File: config.mk
export PLATFORM = sky130hd
export DESIGN_NAME = multi_debounce_sync
export DESIGN_NICKNAME = d
export VERILOG_FILES = /design/src/rtl/multi_debounce_sync.sv
export SDC_FILE = /design/constraint.sdc
export NUM_CORES = 1
export LEC_CHECK = 0
export ABC_CLOCK_PERIOD_IN_PS = 6240
export CAP_MARGIN = 20
export CORE_MARGIN = 3
export CORE_UTILIZATION = 55
export CTS_CLUSTER_DIAMETER = 200
export DETAILED_ROUTE_END_ITERATION = 16
export PLACE_DENSITY = 0.86
export SYNTH_ARGS = -nofsm -noshare
export SYNTH_HDL_FRONTEND = slang
export SYNTH_SLANG_ARGS = --single-unit
File: constraint.sdc
create_clock -name clk -period 6.24 [get_ports clk]
set_clock_uncertainty 0.2 [all_clocks]
set_input_delay 1.56 -clock clk [delete_from_list [all_inputs] [get_ports clk]]
set_output_delay 1.56 -clock clk [all_outputs]
set_load 0.02 [all_outputs]
File: src/rtl/multi_debounce_sync.sv
`timescale 1ns/1ps
// multi_debounce_sync: per-channel synchronizer chain followed by a
// stability counter; emits a debounced level plus one-cycle rise/fall pulses.
module multi_debounce_sync #(
  parameter int unsigned WIDTH      = 4,
  parameter int unsigned NUM_STAGES = 2,
  parameter int unsigned CNT_W      = 16
) (
  input  logic             clk,
  input  logic             rst,
  input  logic [WIDTH-1:0] noisy_in,
  input  logic [CNT_W-1:0] limit,
  output logic [WIDTH-1:0] db_out,
  output logic [WIDTH-1:0] rise,
  output logic [WIDTH-1:0] fall,
  output logic             any_change
);

  logic [WIDTH-1:0] r_sync [NUM_STAGES];
  logic [CNT_W-1:0] r_cnt  [WIDTH];
  logic [WIDTH-1:0] r_db;
  logic [WIDTH-1:0] r_rise;
  logic [WIDTH-1:0] r_fall;

  logic [CNT_W-1:0] w_lim;
  logic [WIDTH-1:0] w_s;
  logic [WIDTH-1:0] w_hit;

  // Effective threshold: zero behaves as one.
  always_comb begin
    w_lim = (limit == '0) ? CNT_W'(1) : limit;
  end

  assign w_s = r_sync[NUM_STAGES-1];

  // Threshold reached on this edge; compared one bit wider so cnt+1 cannot wrap.
  always_comb begin
    w_hit = '0;
    for (int unsigned i = 0; i < WIDTH; i++) begin
      w_hit[i] = (({1'b0, r_cnt[i]} + (CNT_W+1)'(1)) >= {1'b0, w_lim});
    end
  end

  // Synchronizer chain: stage 0 captures the raw inputs, each stage shifts on.
  always_ff @(posedge clk or posedge rst) begin
    if (rst) begin
      for (int unsigned k = 0; k < NUM_STAGES; k++) begin
        r_sync[k] <= '0;
      end
    end else begin
      r_sync[0] <= noisy_in;
      for (int unsigned k = 1; k < NUM_STAGES; k++) begin
        r_sync[k] <= r_sync[k-1];
      end
    end
  end

  // Per-channel stability counter, debounced level and edge pulses.
  always_ff @(posedge clk or posedge rst) begin
    if (rst) begin
      for (int unsigned i = 0; i < WIDTH; i++) begin
        r_cnt[i] <= '0;
      end
      r_db   <= '0;
      r_rise <= '0;
      r_fall <= '0;
    end else begin
      for (int unsigned i = 0; i < WIDTH; i++) begin
        if (w_s[i] == r_db[i]) begin
          r_cnt[i]  <= '0;
          r_rise[i] <= 1'b0;
          r_fall[i] <= 1'b0;
        end else if (w_hit[i]) begin
          r_db[i]   <= w_s[i];
          r_cnt[i]  <= '0;
          r_rise[i] <= w_s[i];
          r_fall[i] <= ~w_s[i];
        end else begin
          r_cnt[i]  <= r_cnt[i] + CNT_W'(1);
          r_rise[i] <= 1'b0;
          r_fall[i] <= 1'b0;
        end
      end
    end
  end

  assign db_out     = r_db;
  assign rise       = r_rise;
  assign fall       = r_fall;
  assign any_change = |(r_rise | r_fall);

endmodule
## Yosys cells after proc, flatten, opt, wreduce, memory -nomap -nowiden

Cells that the tools add are included.

| storage, ports and cells | value |
|---|---|
| register bits after elaboration | 84 |
| input port bits | 22 |
| output and inout port bits | 13 |
| word-level logic and storage cells | 68 |

| cells by class | value |
|---|---|
| $add $sub $neg | 8 |
| $lt $le $gt $ge | 4 |
| eq/ne operators | 4 |
| mux-type cells | 25 |
| bitwise gates (word level) | 9 |
| reductions and logical operators | 6 |

Operators by type and width:

| operator | count |
|---|---|
| 16-bit 2-to-1 mux | 9 |
| 16-bit by 1-bit adder with 17-bit output, second input constant | 4 |
| 17-bit by 16-bit >= comparator with 1-bit output | 4 |
| 16-bit by 1-bit adder with 16-bit output, second input constant | 4 |
| 16-bit logical NOT | 1 |
| 1-bit 2-to-1 mux | 16 |
| 1-bit NOT | 8 |
| 2-bit AND reduction | 4 |
| 1-bit equality test | 4 |
| 4-bit OR | 1 |
| 4-bit OR reduction | 1 |

## Logic depth before layout (Yosys ltp)

| logic depth | value |
|---|---|
| depth after elaboration | 5 |
| mapped depth | 13 |
| mapped depth without buffers | 12 |

## Worst setup path before layout

Ideal clock, no wire load.

| timing | value |
|---|---|
| kind | input to register |
| start | input limit[8] |
| end | register r_db[3], in the netlist db_out[3] |
| library setup time | 0.125 ns |
| arrival | 3.692 ns |
| required time | 5.915 ns |
| setup slack | 2.223 ns |
| cell stages on the path | 9 |
| path buffers | 0 |
| cells stage by stage | nor4_1 -> a41o_1 -> ha_1 -> nand2b_1 -> a21o_1 -> a2111oi_2 -> o31ai_1 -> a211oi_2 -> mux2_2 |

| between the ends | value |
|---|---|
| longest elaborated chain between the ends | 4 |

RTL lines:

| item | RTL line | text |
|---|---|---|
| start: declaration | 12 | `input logic [CNT_W-1:0] limit,` |
| 16-bit logical NOT | 31 | `w_lim = (limit == '0) ? CNT_W'(1) : limit;` |
| 16-bit 2-to-1 mux (*) | 31 |  |
| 17-bit by 16-bit >= comparator with 1-bit output (*) | 40 | `w_hit[i] = (({1'b0, r_cnt[i]} + (CNT_W+1)'(1)) >= {1'b0, w_lim});` |
| 2-bit AND reduction (no source line) (*) | -- |  |
| end signal: indexed assignment | 74 | `r_db[i] <= w_s[i];` |
| end: declaration | 21 | `logic [WIDTH-1:0] r_db;` |

Mark *: on every way between the ends. The rest lies on a longest branch, timed or not.
A chain may end at the register's enable or synchronous reset.

## Worst setup path in the final report

Same ends and word-level chain as after synthesis.

==> results.json <==
{
  "gr-total-overflow": 0,
  "n_antenna_cell": 0,
  "hold_viol": 0,
  "syn_avg_cell_area_um2": 10.2,
  "numCtsBuffers": 9,
  "fin_nets": 643,
  "status": "completed",
  "place_area_um2": 5720,
  "via_per_inst": 5.88,
  "die-height_um": 104,
  "grt_max_degree": 57,
  "synth_cell_type_count": 48,
  "io_buffers": 34,
  "grt_pass1_wl_mm": 20.5,
  "slew_headroom": 0.360,
  "fin_tns_setup_ps": 0,
  "final_common_cell": "dfrtp_1",
  "end_kind": "flop",
  "crit_arrival_ps": 4560,
  "rows": 34,
  "drcViolationCount": 0,
  "postCtsSetupBuffers": 0,
  "tightest_slew_ps": 961,
  "synth_ff_type": "dfrtp_1",
  "wl_per_cell_um": 17.9,
  "ctsHtreeMaxLevel": 3,
  "die_w_um": 104,
  "min_period_ps": 4510,
  "final_cell_area_um2": 5920,
  "first_pass_iters": 4,
  "min_period_over_period": 0.723,
  "cts_root_buf": "clkbuf_8",
  "vias": 4024,
  "gp_congestion": 0.869,
  "drt_iter0_markers": 170,
  "whs_ps": 153,
  "ios": 35,
  "ys_seq_elements": 84,
  "wl_mm": 12.2,
  "ant_nets": 0,
  "grt_pass1_vias": 4253,
  "synth-async-reset-ratio": 1.00,
  "initial_core_util": 0.583,
  "dieArea_um2": 10700,
  "ir_worst_vdd_v": 0.000166,
  "post-place-ws_ps": 1420,
  "antenna_found_initial": 0,
  "drv_cap": 0,
  "power_mw": 1.07,
  "cts_resized": 0,
  "cts.path.max_buffers": 2,
  "report.final.slew_viol_count": 0,
  "fillers": 680,
  "drive_above_1_share": 0.0573,
  "syn2layout_area_growth_pct": 13.1,
  "clk_latency_ps": 370,
  "postLayoutSetupSlackWorst_ps": 1730,
  "path_class": "in2reg",
  "synth_area_um2": 5230,
  "ys_warn_count": 0,
  "coreArea_um2": 8980,
  "path_clk_slew_ps": 80,
  "p_leak_nw": 3.02,
  "fmax_ghz": 0.222,
  "syn-num-nets": 601,
  "synth_area_leaders": "dfrtp_1 (40%), ha_1 (16%), xnor2_1 (5.7%)",
  "startpoint_type": "input pin",
  "postSynthCellCount": 511,
  "hold_class": "reg2reg",
  "clock-sinks": 84,
  "grt_setup_unrepaired": "false",
  "setup_viol": 0,
  "synth_edf_count": 0,
  "crit_fanout": 4,
  "yosys.area.top_type": "dfrtp_1",
  "cts-hold-fix-buffers": 0,
  "worstPathRequired_ps": 6290,
  "dp.final_hpwl_mm": 9.28,
  "final_cell_mix": "dfrtp_1 (84), ha_1 (68), nor2b_1 (45)",
  "grt_use_total": 0.239,
  "synth_top_area_share": 0.402,
  "synth-seq-area-share": 0.402,
  "cts_tree": "done",
  "power_density_nw_per_um2": 181
}
critical path, stage by stage:
cell and delay, ps:
clkdlybuf4s50_1 420, nor4_1 480, a41o_1 330, ha_1 250
nand2b_1 140, a21o_1 180, a2111oi_2 350, o31ai_1 160
a211oi_2 300, mux2_2 380
path summary, 6_finish.rpt:
| path | startpoint | slack (ps) | to | cells past startpoint |
|---|---|---|---|---|
| worst max-delay path | limit[8] | 1730 | db_out[3] | 10 |
| worst max register to register | r_cnt[0] | 2670 | r_cnt[12] | 11 |
| worst min register to register | r_sync[4] | 150 | w_s[0] | 0 |
| min in group asynchronous | rst | 1500 | r_cnt[3] | 2 |
| worst min-delay path | r_sync[4] | 150 | w_s[0] | 0 |
| max in group asynchronous | rst | 3420 | r_cnt[59] | 3 |
state kept, by name, summed over array words and instances, names as in the netlist:
signal	count
w_s	4
rise	4
fall	4
r_sync	4
r_cnt	64
db_out	4
synthesized netlist by cell type (15+ instances only):
cell type and count:
inv_1 25, nand4_1 15, nand3_1 29, xor2_1 25, dfrtp_1 84, a21oi_1 17
nor2b_1 45, nand2_1 29, and3_1 22, nor2_1 24, xnor2_1 34, ha_1 68
report_power, final:
part	switching, mW	internal, mW	total [mW]
Sequential	0.00962	0.553	0.562
Combinational	0.0634	0.0419	0.105
Clock	0.207	0.198	0.405
Total	0.280	0.792	1.07
cells by family (layout without fill, tap and decap cells):
| logic type | after synthesis | after routing | share of synthesized area |
|---|---|---|---|
| simple gates | 210 | 210 | 0.230 |
| compound gates | 55 | 55 | 0.0717 |
| xor+xnor | 60 | 60 | 0.102 |
| flops | 84 | 84 | 0.402 |
| fa+ha+maj | 68 | 68 | 0.163 |
| mux | 4 | 4 | 0.00861 |
| buf+inv | 30 | 77 | 0.0237 |
metal layers:
metal	GRT usage	up-vias	part of all wire
met4	0.118	0	0.043
met3	0.0404	47	0.054
met2	0.412	118	0.49
met1	0.289	1964	0.41
li1	-	1895	-
met5	0	-	0
stage by stage:
step / utilization / cells
final: 0.659 / 684
after global routing: 0.659 / 684
after CTS: 0.659 / 684
after detailed placement: 0.637 / 668
after global placement: 0.637 / 668
after floorplan: - / 511
layout make-up:
type	count	area, um^2	area share
inverter	25	95.1	0.0161
clock buffer	11	141	0.0239
tap	126	158	0.0266
multi-input combinational	397	3010	0.508
clock inverter	5	60.1	0.0101
timing repair buffer	36	355	0.0600
sequential	84	2100	0.355
No activity file was read; power rests on OpenSTA's default activity.
